### config.mk
export PLATFORM = sky130hd
export DESIGN_NAME = mem_sram_ctrl
export DESIGN_NICKNAME = d
export VERILOG_FILES = /design/src/rtl/mem_sram_ctrl_pkg.sv /design/src/rtl/mem_sram_ctrl_sram_wait_counter.sv /design/src/rtl/mem_sram_ctrl.sv
export SDC_FILE = /design/constraint.sdc
export NUM_CORES = 1
export LEC_CHECK = 0
export BUFFER_PORTS_ARGS = -buffer_cell sky130_fd_sc_hd__clkbuf_2
export CAP_MARGIN = 5
export CORE_UTILIZATION = 44
export DETAILED_ROUTE_END_ITERATION = 12
export GPL_TIMING_DRIVEN = 0
export HOLD_SLACK_MARGIN = 0.05
export PLACE_DENSITY_LB_ADDON = 0.05
export SLEW_MARGIN = 20
export SYNTH_ARGS = -nofsm -noshare
export SYNTH_HDL_FRONTEND = slang
export SYNTH_SLANG_ARGS = --single-unit
### constraint.sdc
create_clock -name clk -period 2.29 [get_ports clk]
set_input_delay 0.3435 -clock clk [delete_from_list [all_inputs] [get_ports clk]]
set_output_delay 0.3435 -clock clk [all_outputs]
set_load 0.005 [all_outputs]
### src/rtl/mem_sram_ctrl_pkg.sv
// rtl/mem_sram_ctrl_pkg.sv - shared widths, FSM encoding and address helpers for mem_sram_ctrl
package mem_sram_ctrl_pkg;

    localparam int ADDRESS_LEN       = 32;
    localparam int REGISTER_FILE_LEN = 32;
    localparam int SRAM_ADDR_W       = 18;
    localparam int SRAM_DATA_W       = 16;
    localparam int SRAM_IDX_W        = SRAM_ADDR_W - 1;

    typedef enum logic [1:0] {
        ST_IDLE = 2'd0,
        ST_LOW  = 2'd1,
        ST_HIGH = 2'd2,
        ST_DONE = 2'd3
    } state_e;

    // Word index into SRAM; wraps modulo 2^17 when the offset is too large.
    function automatic logic [SRAM_IDX_W-1:0] sram_index(
        input logic [ADDRESS_LEN-1:0] addr,
        input logic [ADDRESS_LEN-1:0] base
    );
        return SRAM_IDX_W'((addr - base) >> 2);
    endfunction

    function automatic int wait_cnt_w(input int wait_cycles);
        return (wait_cycles > 1) ? $clog2(wait_cycles) : 1;
    endfunction

endpackage

### src/rtl/mem_sram_ctrl_sram_wait_counter.sv
// rtl/mem_sram_ctrl_sram_wait_counter.sv - loadable down-counter with terminal-count flag
module sram_wait_counter #(
    parameter int WIDTH = 3
) (
    input  logic             clk,
    input  logic             rst,
    input  logic             load,
    input  logic [WIDTH-1:0] load_value,
    input  logic             en,
    output logic             tc
);

    logic [WIDTH-1:0] count_q;
    logic [WIDTH-1:0] count_d;

    always_comb begin
        count_d = count_q;
        if (load) begin
            count_d = load_value;
        end else if (en && (count_q != '0)) begin
            count_d = count_q - 1'b1;
        end
    end

    always_ff @(posedge clk or negedge rst) begin
        if (!rst) begin
            count_q <= '0;
        end else begin
            count_q <= count_d;
        end
    end

    assign tc = (count_q == '0);

endmodule

### src/rtl/mem_sram_ctrl.sv
// rtl/mem_sram_ctrl.sv - MEM-stage 32-bit load/store over 16-bit SRAM; MEM_RANGE_CHECK_EN adds range check
module mem_sram_ctrl
    import mem_sram_ctrl_pkg::*;
#(
    parameter int SRAM_WAIT = 5,
    parameter int DATA_BASE = 1024
) (
    input  logic                         clk,
    input  logic                         rst,
    input  logic                         mem_r_en,
    input  logic                         mem_w_en,
    input  logic [ADDRESS_LEN-1:0]       address,
    input  logic [REGISTER_FILE_LEN-1:0] write_data,
    output logic [REGISTER_FILE_LEN-1:0] read_data,
    output logic                         ready,
    output logic                         addr_err,
    output logic [SRAM_ADDR_W-1:0]       sram_addr,
    output logic [SRAM_DATA_W-1:0]       sram_dq_out,
    input  logic [SRAM_DATA_W-1:0]       sram_dq_in,
    output logic                         sram_dq_oe,
    output logic                         sram_we_n
);

    localparam int                     CNT_W     = wait_cnt_w(SRAM_WAIT);
    localparam logic [CNT_W-1:0]       WAIT_LAST = CNT_W'(SRAM_WAIT - 1);
    localparam logic [ADDRESS_LEN-1:0] BASE      = ADDRESS_LEN'(DATA_BASE);

    state_e                         state_q, state_d;
    logic [SRAM_IDX_W-1:0]          idx_q, idx_d;
    logic [REGISTER_FILE_LEN-1:0]   wdata_q, wdata_d;
    logic                           is_write_q, is_write_d;
    logic [REGISTER_FILE_LEN-1:0]   rdata_q, rdata_d;
    logic                           cnt_load, cnt_en, cnt_tc;
    logic                           req;

    assign req = mem_r_en | mem_w_en;

`ifdef MEM_RANGE_CHECK_EN
    logic [ADDRESS_LEN-1:0] addr_off;
    logic                   out_of_range;
    logic                   addr_err_q, addr_err_d;

    assign addr_off     = address - BASE;
    assign out_of_range = (address < BASE) || ((addr_off >> (SRAM_IDX_W + 2)) != '0);
    assign addr_err     = addr_err_q;
`else
    assign addr_err = 1'b0;
`endif

    sram_wait_counter #(
        .WIDTH(CNT_W)
    ) u_wait_cnt (
        .clk        (clk),
        .rst        (rst),
        .load       (cnt_load),
        .load_value (WAIT_LAST),
        .en         (cnt_en),
        .tc         (cnt_tc)
    );

    always_comb begin
        state_d     = state_q;
        idx_d       = idx_q;
        wdata_d     = wdata_q;
        is_write_d  = is_write_q;
        rdata_d     = rdata_q;
        cnt_load    = 1'b0;
        cnt_en      = 1'b0;
        ready       = 1'b1;
        sram_addr   = '0;
        sram_dq_out = '0;
        sram_dq_oe  = 1'b0;
        sram_we_n   = 1'b1;
`ifdef MEM_RANGE_CHECK_EN
        addr_err_d  = addr_err_q;
`endif
        case (state_q)
            ST_IDLE: begin
                if (req) begin
                    ready      = 1'b0;
                    idx_d      = sram_index(address, BASE);
                    wdata_d    = write_data;
                    is_write_d = mem_w_en;
                    cnt_load   = 1'b1;
                    state_d    = ST_LOW;
`ifdef MEM_RANGE_CHECK_EN
                    // Out-of-range requests never touch the bus.
                    if (out_of_range) begin
                        cnt_load   = 1'b0;
                        state_d    = ST_DONE;
                        addr_err_d = 1'b1;
                        if (!mem_w_en) begin
                            rdata_d = '0;
                        end
                    end
`endif
                end
            end
            ST_LOW: begin
                ready     = 1'b0;
                cnt_en    = 1'b1;
                sram_addr = {idx_q, 1'b0};
                if (is_write_q) begin
                    sram_dq_oe  = 1'b1;
                    sram_we_n   = 1'b0;
                    sram_dq_out = wdata_q[15:0];
                end
                if (cnt_tc) begin
                    if (!is_write_q) begin
                        rdata_d[15:0] = sram_dq_in;
                    end
                    cnt_load = 1'b1;
                    state_d  = ST_HIGH;
                end
            end
            ST_HIGH: begin
                ready     = 1'b0;
                cnt_en    = 1'b1;
                sram_addr = {idx_q, 1'b1};
                if (is_write_q) begin
                    sram_dq_oe  = 1'b1;
                    sram_we_n   = 1'b0;
                    sram_dq_out = wdata_q[31:16];
                end
                if (cnt_tc) begin
                    if (!is_write_q) begin
                        rdata_d[31:16] = sram_dq_in;
                    end
                    state_d = ST_DONE;
                end
            end
            ST_DONE: begin
                state_d = ST_IDLE;
            end
            default: begin
                state_d = ST_IDLE;
            end
        endcase
    end

    always_ff @(posedge clk or negedge rst) begin
        if (!rst) begin
            state_q    <= ST_IDLE;
            idx_q      <= '0;
            wdata_q    <= '0;
            is_write_q <= 1'b0;
            rdata_q    <= '0;
`ifdef MEM_RANGE_CHECK_EN
            addr_err_q <= 1'b0;
`endif
        end else begin
            state_q    <= state_d;
            idx_q      <= idx_d;
            wdata_q    <= wdata_d;
            is_write_q <= is_write_d;
            rdata_q    <= rdata_d;
`ifdef MEM_RANGE_CHECK_EN
            addr_err_q <= addr_err_d;
`endif
        end
    end

    assign read_data = rdata_q;

endmodule

==> summary by stage <==
Global route
The first global-routing pass estimated 13900 um of wire. For this run, global-route usage on met1 was measured as 26.3%. The number of global-route vias before repair came to 3034. Global routing used 19.8% of the available tracks.

The busiest layer in global routing is met2. After global routing the overflow that remains totals 0. The initial antenna violation count was 0.

Entering global routing, the biggest net connects 88 pins. For met2 alone, demand over resource in global routing was 31.7%. The global routing usage on met3 is 4.42%.

Synthesis
For this run, the register share of the synthesized area comes to 56.1%. The number of nets in the synthesized netlist is 480. Counting flops with an async set or reset pin after synthesis yields a share of 100%. Synthesis produced a netlist whose cell count is 388. Yosys mapped a number of flops with a built-in enable equal to 0.

The post-synth design cell area is 3880 um2. The number of different library cells in the post-synthesis netlist is 34. For this run, the leading register cell type out of synthesis is dfrtp_1. Synthesis inferred 87 register bits. The Yosys warning count is 0. The mean post-synth cell area is 10.0 um2.

STA
The worst clock skew is 0.00945 ns. The count of endpoints failing setup in the final report is 0. Setup repair after global routing left no endpoint under its margin.

The achievable frequency is 0.454 GHz. At the pin with the least slew margin, the transition time is 0.689 ns. For the finished layout, the period the worst path requires is 2.20 ns. The final count of hold timing violations is 0. The total negative setup slack is 0 ns.

The total count of max-transition violations in the final report is 0. After layout, the worst path uses 96.1% of the clock period. The relative slew slack is 54.1%.

Clock tree
The cell sitting at the root of the clock tree is a clkbuf_8. The number of CTS-inserted buffers is 9. The deepest clock path buffer count is 2. The total of hold buffers inserted after clock tree synthesis is 0. Counting every sink on the clock net gives 87. The TritonCTS clock tree is done. After clock tree synthesis, the clock-pin slew on the worst setup and hold paths is 0.09 ns.

The insertion delay to the later sink of the worst-skew pair is 0.34 ns. The H-tree was split into 3 levels.

Power
For this design the ratio of total power to cell area is 1370 nW/um2. The peak supply drop is 0.000548 V. After layout, the design draws a total of 6.87 mW. The analysis attributes to cell leakage a power of 2.64 nW.

Cells and area
The library cell used most frequently in the layout, excluding fill and tap cells, is clkbuf_2. The post-layout net count is 630. In the final layout, the share of cells above drive strength 1 is 38.3%. The count of fill cells added during filler insertion is 773.

Summing all flip-flop and latch instances after layout gives 2180 um2. In the layout the commonest cells are clkbuf_2, nand2_1, dfrtp_1. The total area of multi-input combinational cells is 1640 um2.

The synthesis-to-layout area growth is 29.4%. The number of non-filler instances in the completed layout is 648. The repair_antennas step left the layout with diodes totalling 0.

Routing
After detailed routing, the number of remaining DRC violations is 0. The via-per-instance ratio is 4.93. The via count is 3195. The number of search-and-repair iterations in the first detailed-routing pass is 4. After detailed routing, the average wire length per cell comes to 13.7 um. The total length of routed wires is 8870 um. The violation count after the first detailed-routing iteration is 82. The number of nets with antenna violations after detailed routing is 0.

Run
Max-cap violations in this run came to 0.

Floorplan
The die is 95.9 um tall. The number of cell rows is 33. The die area is 9200 um2. The floorplan step defined a core boundary enclosing 8380 um2. Once the floorplan was initialized, standard cells occupied 46.3% of the core.

The boundary pin count is 154. The floorplan die width is 95.9 um.

Min path
The path class of the tightest hold or removal check is input port to async pin.

Placed design
The placed wire-length estimate is 6340 um. The number of placed instances, taps included, is 630. The congestion estimate from routability-driven global placement came to 0.777. The count of buffers added on input and output ports is 137.

Worst setup path
The startpoint class of the critical path is a register. The minimum setup slack among reg-to-reg paths is 0.16 ns. STA puts the critical path data arrival time at 1.86 ns. The worst reg2reg path startpoint is u_wait_cnt.count_q[0]. The path depth of the worst reg2reg path is 6. The type of the worst setup path is register to output port. The largest fanout on the critical path is 10. The nature of the critical path endpoint is an output port. The data required time at the worst endpoint is 1.95 ns.

The end of the worst register-to-register path is read_data[12].

Run status
The flow ran to the end, and the final reports show no timing, DRC or antenna violations.
## metal layers
metal	wire length (um)	vias up
li1	-	1577
met1	4260	1512
met2	3970	94
met3	516	12
met4	119	0
met5	0	-
## flip-flops by register name, summed over array words and instances (netlist names)
name                cells
u_wait_cnt.count_q      3
idx_q                  17
is_write_q              1
read_data              32
state_q                 2
wdata_q                32
## worst max-delay path, stage by stage, from the launching register on
cell      delay (ns)
dfrtp_1         0.43
inv_2           0.11
ha_1            0.21
buf_8           0.16
nor2_4          0.05
nor2_4          0.12
buf_4           0.16
and2_1          0.16
clkbuf_2        0.12
## final cells by class
| type | count | share of cell area, % |
|---|---|---|
| sequential | 87 | 43.3 |
| multi-input combinational | 272 | 32.6 |
| timing repair buffer | 140 | 14.3 |
| clock buffer | 11 | 3.01 |
| tap | 105 | 2.62 |
| buffer | 19 | 2.17 |
| clock inverter | 5 | 1.30 |
| inverter | 9 | 0.673 |
## how the worst max path moves through the flow
stage	from	to	slack (ns)	cells past startpoint
6_report	state_q[1]	sram_addr[13]	0.09	8
5_1_grt	state_q[1]	sram_addr[13]	0.0006	8
4_1_cts	state_q[0]	sram_addr[14]	0.03	7
3_5_place_dp	state_q[1]	sram_addr[14]	-0.35	8
3_3_place_gp	state_q[1]	sram_addr[14]	-0.38	8
2_1_floorplan	state_q[0]	read_data[16]	0.24	6
## timing repair
item,CTS,global route
pin swaps,1,0
setup buffers,1,2
gates resized for setup,14,12
endpoints found under the setup margin,40,46
## kinds of logic after synthesis
kind of cell / after synthesis / share of synthesized area (%)
XOR/XNOR: 1 / 0.226
AND/OR/NAND/NOR: 189 / 21.3
buffers and inverters: 29 / 3.10
multiplexers: 34 / 9.80
adder cells (fa/ha/maj): 8 / 2.58
other: 1 / 0.0967
flip-flops: 87 / 56.1
AO/OA/AOI/OAI: 39 / 6.84
## per-stage QoR
| step | area, um2 | worst slack (ns) | hold WS [ns] | util (%) |
|---|---|---|---|---|
| floorplan | 3880 | 0.241 | 0.0479 | - |
| global placement | 4700 | -0.381 | 0.450 | 56.0 |
| detailed placement | 4710 | -0.351 | 0.446 | 56.1 |
| CTS | 4960 | 0.0331 | 0.0710 | 59.2 |
| global route | 5020 | 0.000576 | 0.0776 | 59.9 |
| finish | 5020 | 0.0893 | 0.0266 | 59.9 |
## synthesized netlist by cell type (all sizes together) (2+ instances only)
library cell  instances  share of area, %
clkbuf               15               1.5
a22oi                17               3.3
mux2                 32               9.3
or4b                  2              0.52
nand2               129                12
or4                   2              0.48
a31oi                 5              0.81
mux2i                 2              0.52
nor3b                 2              0.64
dfrtp                87                56
nand3                 3              0.39
nand2b                2              0.32
inv                   9              0.87
ha                    8               2.6
or3                   4              0.68
buf                   5              0.77
and2                 17               2.7
o21ai                 7              0.90
o211ai                3              0.58
a21oi                 2              0.26
nor2                 25               2.4
o31ai                 2              0.39
## power breakdown
group          leakage [nW]  internal (mW)  switching, mW
combinational          1.47           1.44           1.59
sequential             1.07           2.30          0.405
clock                 0.104          0.574          0.557
Note: power is estimated with default switching activity, not from simulation.
